--- src/rtl/score_ssd_driver.sv ---
// Score-to-7-segment driver: sequential double-dabble binary->BCD plus an 8-digit scanner.
// Define SSD_LZB_EN to blank leading zeros on digits 1..4.
module score_ssd_driver #(
   parameter int REFRESH_DIV = 100000
) (
   input  logic        Clk,
   input  logic        Reset,
   input  logic [15:0] score,
   output logic [7:0]  An,
   output logic [6:0]  Cath,
   output logic        Dp,
   output logic        busy
);

   localparam logic [1:0] S_IDLE  = 2'd0;
   localparam logic [1:0] S_SHIFT = 2'd1;
   localparam logic [1:0] S_LATCH = 2'd2;

   localparam int RC_W = (REFRESH_DIV > 2) ? $clog2(REFRESH_DIV) : 1;
   localparam logic [RC_W-1:0] RC_LAST = RC_W'(REFRESH_DIV - 1);

   logic [1:0]      state;
   logic [15:0]     shreg;
   logic [15:0]     cap_score;
   logic [15:0]     last_score;
   logic [19:0]     bcd;
   logic [19:0]     bcd_adj;
   logic [19:0]     disp_bcd;
   logic [3:0]      shcnt;
   logic            first;

   logic [RC_W-1:0] rc;
   logic [2:0]      idx;
   logic [3:0]      nib;
   logic            blank;
   logic            lit;
   logic [7:0]      an_nxt;
   logic [6:0]      cath_nxt;

   function automatic logic [6:0] seg(input logic [3:0] d);
      case (d)
         4'd0:    seg = 7'b0000001;
         4'd1:    seg = 7'b1001111;
         4'd2:    seg = 7'b0010010;
         4'd3:    seg = 7'b0000110;
         4'd4:    seg = 7'b1001100;
         4'd5:    seg = 7'b0100100;
         4'd6:    seg = 7'b0100000;
         4'd7:    seg = 7'b0001111;
         4'd8:    seg = 7'b0000000;
         4'd9:    seg = 7'b0000100;
         default: seg = 7'b1111111;
      endcase
   endfunction

   // Add-3 correction on every nibble before the shift keeps each digit in 0..9.
   always_comb begin
      bcd_adj = bcd;
      for (int i = 0; i < 5; i++) begin
         if (bcd[4*i +: 4] >= 4'd5)
            bcd_adj[4*i +: 4] = bcd[4*i +: 4] + 4'd3;
      end
   end

   always_ff @(posedge Clk) begin
      if (Reset) begin
         state      <= S_IDLE;
         busy       <= 1'b0;
         first      <= 1'b1;
         last_score <= 16'd0;
         cap_score  <= 16'd0;
         shreg      <= 16'd0;
         bcd        <= 20'd0;
         shcnt      <= 4'd0;
         disp_bcd   <= 20'd0;
      end else begin
         case (state)
            S_IDLE: begin
               if (first || (score != last_score)) begin
                  shreg     <= score;
                  cap_score <= score;
                  bcd       <= 20'd0;
                  shcnt     <= 4'd0;
                  state     <= S_SHIFT;
                  busy      <= 1'b1;
               end
            end
            S_SHIFT: begin
               {bcd, shreg} <= {bcd_adj, shreg} << 1;
               shcnt        <= shcnt + 4'd1;
               if (shcnt == 4'd15)
                  state <= S_LATCH;
            end
            S_LATCH: begin
               disp_bcd   <= bcd;
               last_score <= cap_score;
               first      <= 1'b0;
               state      <= S_IDLE;
               busy       <= 1'b0;
            end
            default: begin
               state <= S_IDLE;
               busy  <= 1'b0;
            end
         endcase
      end
   end

   always_comb begin
      nib = 4'd0;
      case (idx)
         3'd0:    nib = disp_bcd[3:0];
         3'd1:    nib = disp_bcd[7:4];
         3'd2:    nib = disp_bcd[11:8];
         3'd3:    nib = disp_bcd[15:12];
         3'd4:    nib = disp_bcd[19:16];
         default: nib = 4'd0;
      endcase
   end

`ifdef SSD_LZB_EN
   // A digit is blank when it and every more significant digit are zero.
   always_comb begin
      blank = 1'b0;
      case (idx)
         3'd1:    blank = (disp_bcd[19:4]  == 16'd0);
         3'd2:    blank = (disp_bcd[19:8]  == 12'd0);
         3'd3:    blank = (disp_bcd[19:12] == 8'd0);
         3'd4:    blank = (disp_bcd[19:16] == 4'd0);
         default: blank = 1'b0;
      endcase
   end
`else
   assign blank = 1'b0;
`endif

   assign lit      = (idx < 3'd5) && !blank;
   assign an_nxt   = lit ? ~(8'b1 << idx) : 8'hFF;
   assign cath_nxt = lit ? seg(nib) : 7'h7F;

   always_ff @(posedge Clk) begin
      if (Reset) begin
         rc   <= '0;
         idx  <= 3'd0;
         An   <= 8'hFF;
         Cath <= 7'h7F;
         Dp   <= 1'b1;
      end else begin
         if (rc == RC_LAST) begin
            rc  <= '0;
            idx <= idx + 3'd1;
         end else begin
            rc <= rc + 1'b1;
         end
         An   <= an_nxt;
         Cath <= cath_nxt;
         Dp   <= 1'b1;
      end
   end

endmodule
--- config.mk ---
export PLATFORM = sky130hd
export DESIGN_NAME = score_ssd_driver
export DESIGN_NICKNAME = d
export VERILOG_FILES = /design/src/rtl/score_ssd_driver.sv
export SDC_FILE = /design/constraint.sdc
export NUM_CORES = 1
export LEC_CHECK = 0
export CORE_ASPECT_RATIO = 1.75
export CORE_UTILIZATION = 64
export CTS_CLUSTER_SIZE = 14
export DETAILED_ROUTE_END_ITERATION = 16
export PLACE_DENSITY = 0.82
export SYNTH_ARGS = -nofsm -noshare
export SYNTH_HDL_FRONTEND = slang
export SYNTH_SLANG_ARGS = --single-unit
--- constraint.sdc ---
create_clock -name Clk -period 5.3 [get_ports Clk]
set_input_delay 1.59 -clock Clk [delete_from_list [all_inputs] [get_ports Clk]]
set_output_delay 1.59 -clock Clk [all_outputs]
set_load 0.005 [all_outputs]
==> Word-level counts from Yosys, hierarchy flattened <==
Memories as Yosys holds them, arrays and structs flattened. A register that Yosys moved wholly into a read port is not among the register bits.
Index checks and enable logic that the tools add are counted.
{ "op_classes": {"bitwise_logic": 3, "add_sub_neg": 8, "mux": 17, "div_mod_pow": 0, "n_reduce_logical": 10, "multipliers": 0, "n_shift": 1, "order_cmp": 6, "n_eq_ne": 11} }
{ "ops": {"columns": ["op", "n"], "rows": [
  ["20-bit one-hot mux with 2 select lines", 1],
  ["16-bit one-hot mux with 2 select lines", 1],
  ["4-bit by 3-bit >= comparator with 1-bit output (second input constant)", 5],
  ["20-bit two-way mux", 1],
  ["4-bit two-way mux", 5],
  ["4-bit one-hot mux with 5 select lines", 1],
  ["17-bit by 1-bit adder with 17-bit output (second input constant)", 1],
  ["17-bit == test (second input constant)", 1],
  ["4-bit by 2-bit adder with 4-bit output (second input constant)", 4],
  ["16-bit two-way mux", 1],
  ["16-bit inequality test", 1],
  ["8-bit NOT", 1],
  ["4-bit one-hot mux with 2 select lines", 1],
  ["2-bit AND reduction", 4],
  ["1-bit by 3-bit left shift with 8-bit output (first input constant)", 1],
  ["3-bit by 2-bit == test with 1-bit output (second input constant)", 2],
  ["4-bit by 1-bit adder with 4-bit output (second input constant)", 1],
  ["4-bit == test (second input constant)", 1],
  ["2-bit two-way mux", 2],
  ["2-bit inequality test (second input constant)", 2],
  ["2-bit one-hot mux with 2 select lines", 1],
  ["2-bit OR reduction", 2],
  ["3-bit by 1-bit adder with 3-bit output (second input constant)", 1],
  ["3-bit by 2-bit adder with 3-bit output (second input constant)", 1],
  ["other kinds (13)", 14]
]} }
{ "word_totals": {"out_inout_bits": 17, "ramBits": 0, "latch_bits": 0, "register_bits": 124, "word_cells": 69, "n_memories": 1, "rom_bits": 112, "in_bits": 18} }
{ "mem_list": {"columns": ["name", "words", "word_bits", "read_ports", "rd_ports_with_merged_regs", "wr", "line", "rtl"], "rows": [
  ["(no name shown)", 16, 7, 1, 1, 0, "41", "case (d)"]
]} }

==> Depth between registers and ports, before layout <==
{ "depth": {"depth_word": 4, "ltp_mapped": 11, "mapped_depth_nobuf": 10} }

==> Worst setup path after synthesis <==
No wires, ideal clock.
{ "synth_path": {"path_type": "input -> register", "startpoint": "input score[2]", "endpoint": "register busy", "path_slack_ns": 2.381, "setup_time_ns": 0.115, "n_path_buf": 2, "stages": 7, "arrival_time_ns": 2.805, "required_time_ns": 5.185, "cell_sequence": "xor2_1 > nor4_1 > and4_1 > buf_6 > buf_4 > a21oi_1 > o21a_1"} }
{ "synth_via": {"elab_chain_cells": 4} }
{ "synth_lines": {"columns": ["element", "line", "rtl"], "rows": [
  ["from (decl)", "8", "input logic [15:0] score,"],
  ["16-bit inequality test", "79", "if (first || (score != last_score)) begin"],
  ["1-bit logical OR", "79", null],
  ["2-bit inequality test (no line)", null, null],
  ["2-bit AND reduction (no line)", null, null],
  ["to (signal assigned)", "85", "busy <= 1'b1;"],
  ["to (signal assigned)", "99", "busy <= 1'b0;"],
  ["to (signal assigned)", "103", "busy <= 1'b0;"],
  ["to (decl)", "12", "output logic busy"]
]} }
No other way between the ends.
A chain may end at the register's enable or synchronous reset.

==> Worst setup path after layout <==
{ "layout_path": {"startpoint": "input score[14]", "endpoint": "register bcd[16]"} }
{ "layout_via": {"elab_chain_cells": 4} }
{ "layout_lines": {"columns": ["element", "line", "rtl"], "rows": [
  ["16-bit inequality test", "79", null],
  ["1-bit logical OR", "79", null],
  ["2-bit inequality test (no line)", null, null],
  ["2-bit AND reduction (no line)", null, null],
  ["to (signal assigned)", "89", "{bcd, shreg} <= {bcd_adj, shreg} << 1;"],
  ["to (decl)", "26", "logic [19:0] bcd;"]
]} }
No other way between the ends.

==> results by group <==
Outcome
  – Outcome: complete, no violations

Pwr
  – Worst IR drop on VDD: 0.000272 V
  – Reg power frac: 43.7%
  – Comb pwr share: 5.6%
  – Leak: 2.64 nW
  – Pwr Total: 2.35 mW
  – Sw Pwr: 0.542 mW
  – Int Pwr: 1.81 mW
  – Pwr Density: 324 mW/mm^2
  – Clock network fraction of design power: 50.7%
  – Switching Fraction: 23.1%

Clock network
  – CTS sink cnt: 131
  – Clk buf depth: 2
  – Post-CTS Setup Inserts: 0
  – Post-CTS Resized: 0
  – Clock-pin transition on the worst setup and hold timing paths: 0.06 ns
  – Total clock buffers created by CTS: 17
  – Clock root buffer: clkbuf_16
  – TritonCTS clock tree: yes
  – CTS Hold Bufs: 0
  – H-tree depth: 4
  – Clock Latency Late Sink: 0.42 ns

Yosys
  – Mux cell area share after synthesis: 3.98%
  – Xor-xnor portion of the synthesized cell area: 5.65%
  – Synth area leaders: dfxtp_1 41%, a21oi_1 6.7%, nand2_1 6.0%
  – Synth Register Bits: 131
  – Cell count after synthesis: 752
  – Post-Synth Adder-Cell Area: 4.73%
  – Top cells by count, synth: 131 x dfxtp_1, 101 x nand2_1, 85 x a21oi_1, 55 x nor2_1, 39 x nand2b_1
  – Synth Cell Area: 0.00635 sq mm
  – Post-synth top flop: dfxtp_1
  – Mean Syn Cell Area: 8.45 sq um
  – Synth Warn #: 0
  – Ys async rst share: 0%
  – Register area share after synthesis: 41.3%
  – Post-Synth Simple-Gate Area: 21.1%
  – Compound-Gate Fraction of Synth Area: 17.4%
  – Most frequent cell after synthesis: dfxtp_1
  – Synth top area share: 41.3%
  – Count of cell types in the netlist: 49
  – Area leader, netlist: dfxtp_1
  – Syn_nets: 794
  – Main combinational cell family by area after synthesis: simple AND/OR/NAND/NOR gates
  – Post-synth EDFFs: 0

Worst setup path
  – Cell-by-cell trace of the critical path: clkdlybuf4s50_1 > xor2_1 > nor4_1 > and4_1 > buf_4 > a31oi_4 > a21boi_0
  – CP Capture Type: flip-flop
  – Worst EP arrival: 4.01 ns
  – Max stage delay on crit path: 0.55 ns
  – Crit-path max FO: 14
  – Setup slack, reg-to-reg: 2.54 ns
  – CP max-delay cell: and4_1
  – Worst Path Required: 5.62 ns
  – Crit path kind: in2reg
  – Setup crit start kind: primary input

Routing
  – Drt first pass iters: 5
  – DR WL/cell: 16.2 um
  – # DRC: 0
  – Routed Antenna Nets: 0
  – WL final: 14.5 mm
  – Initial drt markers: 312
  – DR vias: 5,396
  – Via density: 6.02

Timing
  – Worst slew pin tran: 0.822 ns
  – RSZ-0062 raised after global routing: false
  – Slew HR: 45.2%
  – Worst hold margin: 0.452 ns
  – Clock skew: 0.00953 ns
  – Slew Viols, Final: 0
  – Tmin final: 3.69 ns
  – Fin crit share: 69.6%
  – Endpoints failing setup: 0
  – Max Clock Freq: 271 MHz
  – Final TNS setup: 0 ns
  – Final Hold Fails: 0

Place
  – DP Wirelength: 9.80 mm
  – Routability cong.: 0.875
  – Port Buffers: 33

Min path
  – HP Class: reg2reg

GRT
  – GRT overflow: 0
  – Vias in the first global route: 5,286
  – Largest net degree at the start of global routing: 94
  – Initial antenna violation count: 0
  – Total GRT Usage: 29.3%
  – Global-route wire length before repair: 23.9 mm

Cells and area
  – Final layout net count: 804
  – Share of layout cells above drive strength 1: 7.36%
  – Area delta synth->final: 14.2%
  – Antenna cells: 0

Flow run
  – Total of max-cap violations: 0

Floorplanning
  – Initial Util: 66.7%
  – Core ar.: 0.00953 sq mm
  – Height of the die: 134 um
  – Rows: 47
  – Die area: 0.0103 sq mm
  – Die width: 77.3 um
  – I/O Pins: 35
-- kinds of logic after synthesis --
family | Yosys count
mux | 25
fa+ha+maj | 24
simple gates | 277
buf+inv | 81
xor+xnor | 41
other cells | 1
compound gates | 172
flops | 131
-- sequential cells by signal, indices dropped and copies added, names as in the netlist --
signal and cells:
bcd 20, disp_bcd 20, rc 17, cap_score 16
last_score 16, shreg 16, An 8, Cath 7
shcnt 4, idx 3, state 2, busy 1
first 1
-- power by group through the flow --
stage          combinational (mW)  clock [mW]  sequential (mW)
2_1_floorplan              0.0893           0             1.04
3_3_place_gp                0.125           0             1.05
3_5_place_dp                0.129           0             1.05
4_1_cts                     0.131        1.20             1.03
5_1_grt                     0.142        1.24             1.03
6_report                    0.131        1.19             1.03
-- per-layer routing --
layer  GRT usage (%)  vias up  wire length [um]
met1            27.8     2557              5200
met3            6.53       57               642
met2            55.3      165              8010
li1                -     2617                 -
met4            18.9        0               682
met5               0        -                 0
-- path summary, 6_finish.rpt --
check / cells past startpoint / from / endpoint
setup / recovery: 7 / score[14] / bcd[16]
hold / removal: 1 / rc[0] / rc[0]
hold reg to reg: 1 / rc[0] / rc[0]
setup reg to reg: 9 / idx[0] / Cath[3]
-- critical path: cells and delay by family --
kind                      cells  cell delay (ns)
AOI/OAI and AO/OA             2             0.56
buffers and inverters         2             0.73
xor gates and xnor gates      1             0.16
and+or+nand+nor               2             0.96
-- layout make-up --
type / count / area (sq um)
clock buffer: 17 / 425
clock inverter: 14 / 180
fill: 708 / 2270
inverter: 30 / 113
multi-input combinational: 540 / 3370
sequential: 131 / 2620
tap: 122 / 153
timing repair buffer: 42 / 395
-- cells in the final DEF (no fill, tap or decap), types with 3 or more instances in the layout --
cell             instances
nor3_1                  23
xor2_1                  28
nand3_1                  9
inv_1                   30
nand2_1                101
and4_1                   3
o21ai_0                 19
a211oi_1                24
clkinv_4                 3
a32oi_1                  4
nor2b_1                  3
nor2_1                  54
clkdlybuf4s50_1         32
and2_1                   5
clkbuf_16               17
and3_1                   6
or3_1                    3
xnor2_1                 13
o31ai_1                 10
a21boi_0                 3
bufinv_16                3
buf_4                   10
mux2i_1                 23
nor4_1                  18
nand4_1                  4
a21oi_1                 84
a311o_1                  7
dfxtp_1                131
nand2b_1                39
a211oi_2                 7
clkinvlp_4               5
inv_6                    3
a222oi_1                 4
ha_1                    24
-- stage by stage --
step,instances,instance area (sq um),setup WS (ns),util [%]
CTS,896,7260,1.64,76.2
floorplan,752,6350,2.38,-
global placement,865,6650,1.26,69.8
finish,896,7260,1.61,76.2
detailed placement,865,6650,1.23,69.8
global route,896,7260,1.40,76.2
Power figures use the tool's default switching activity.
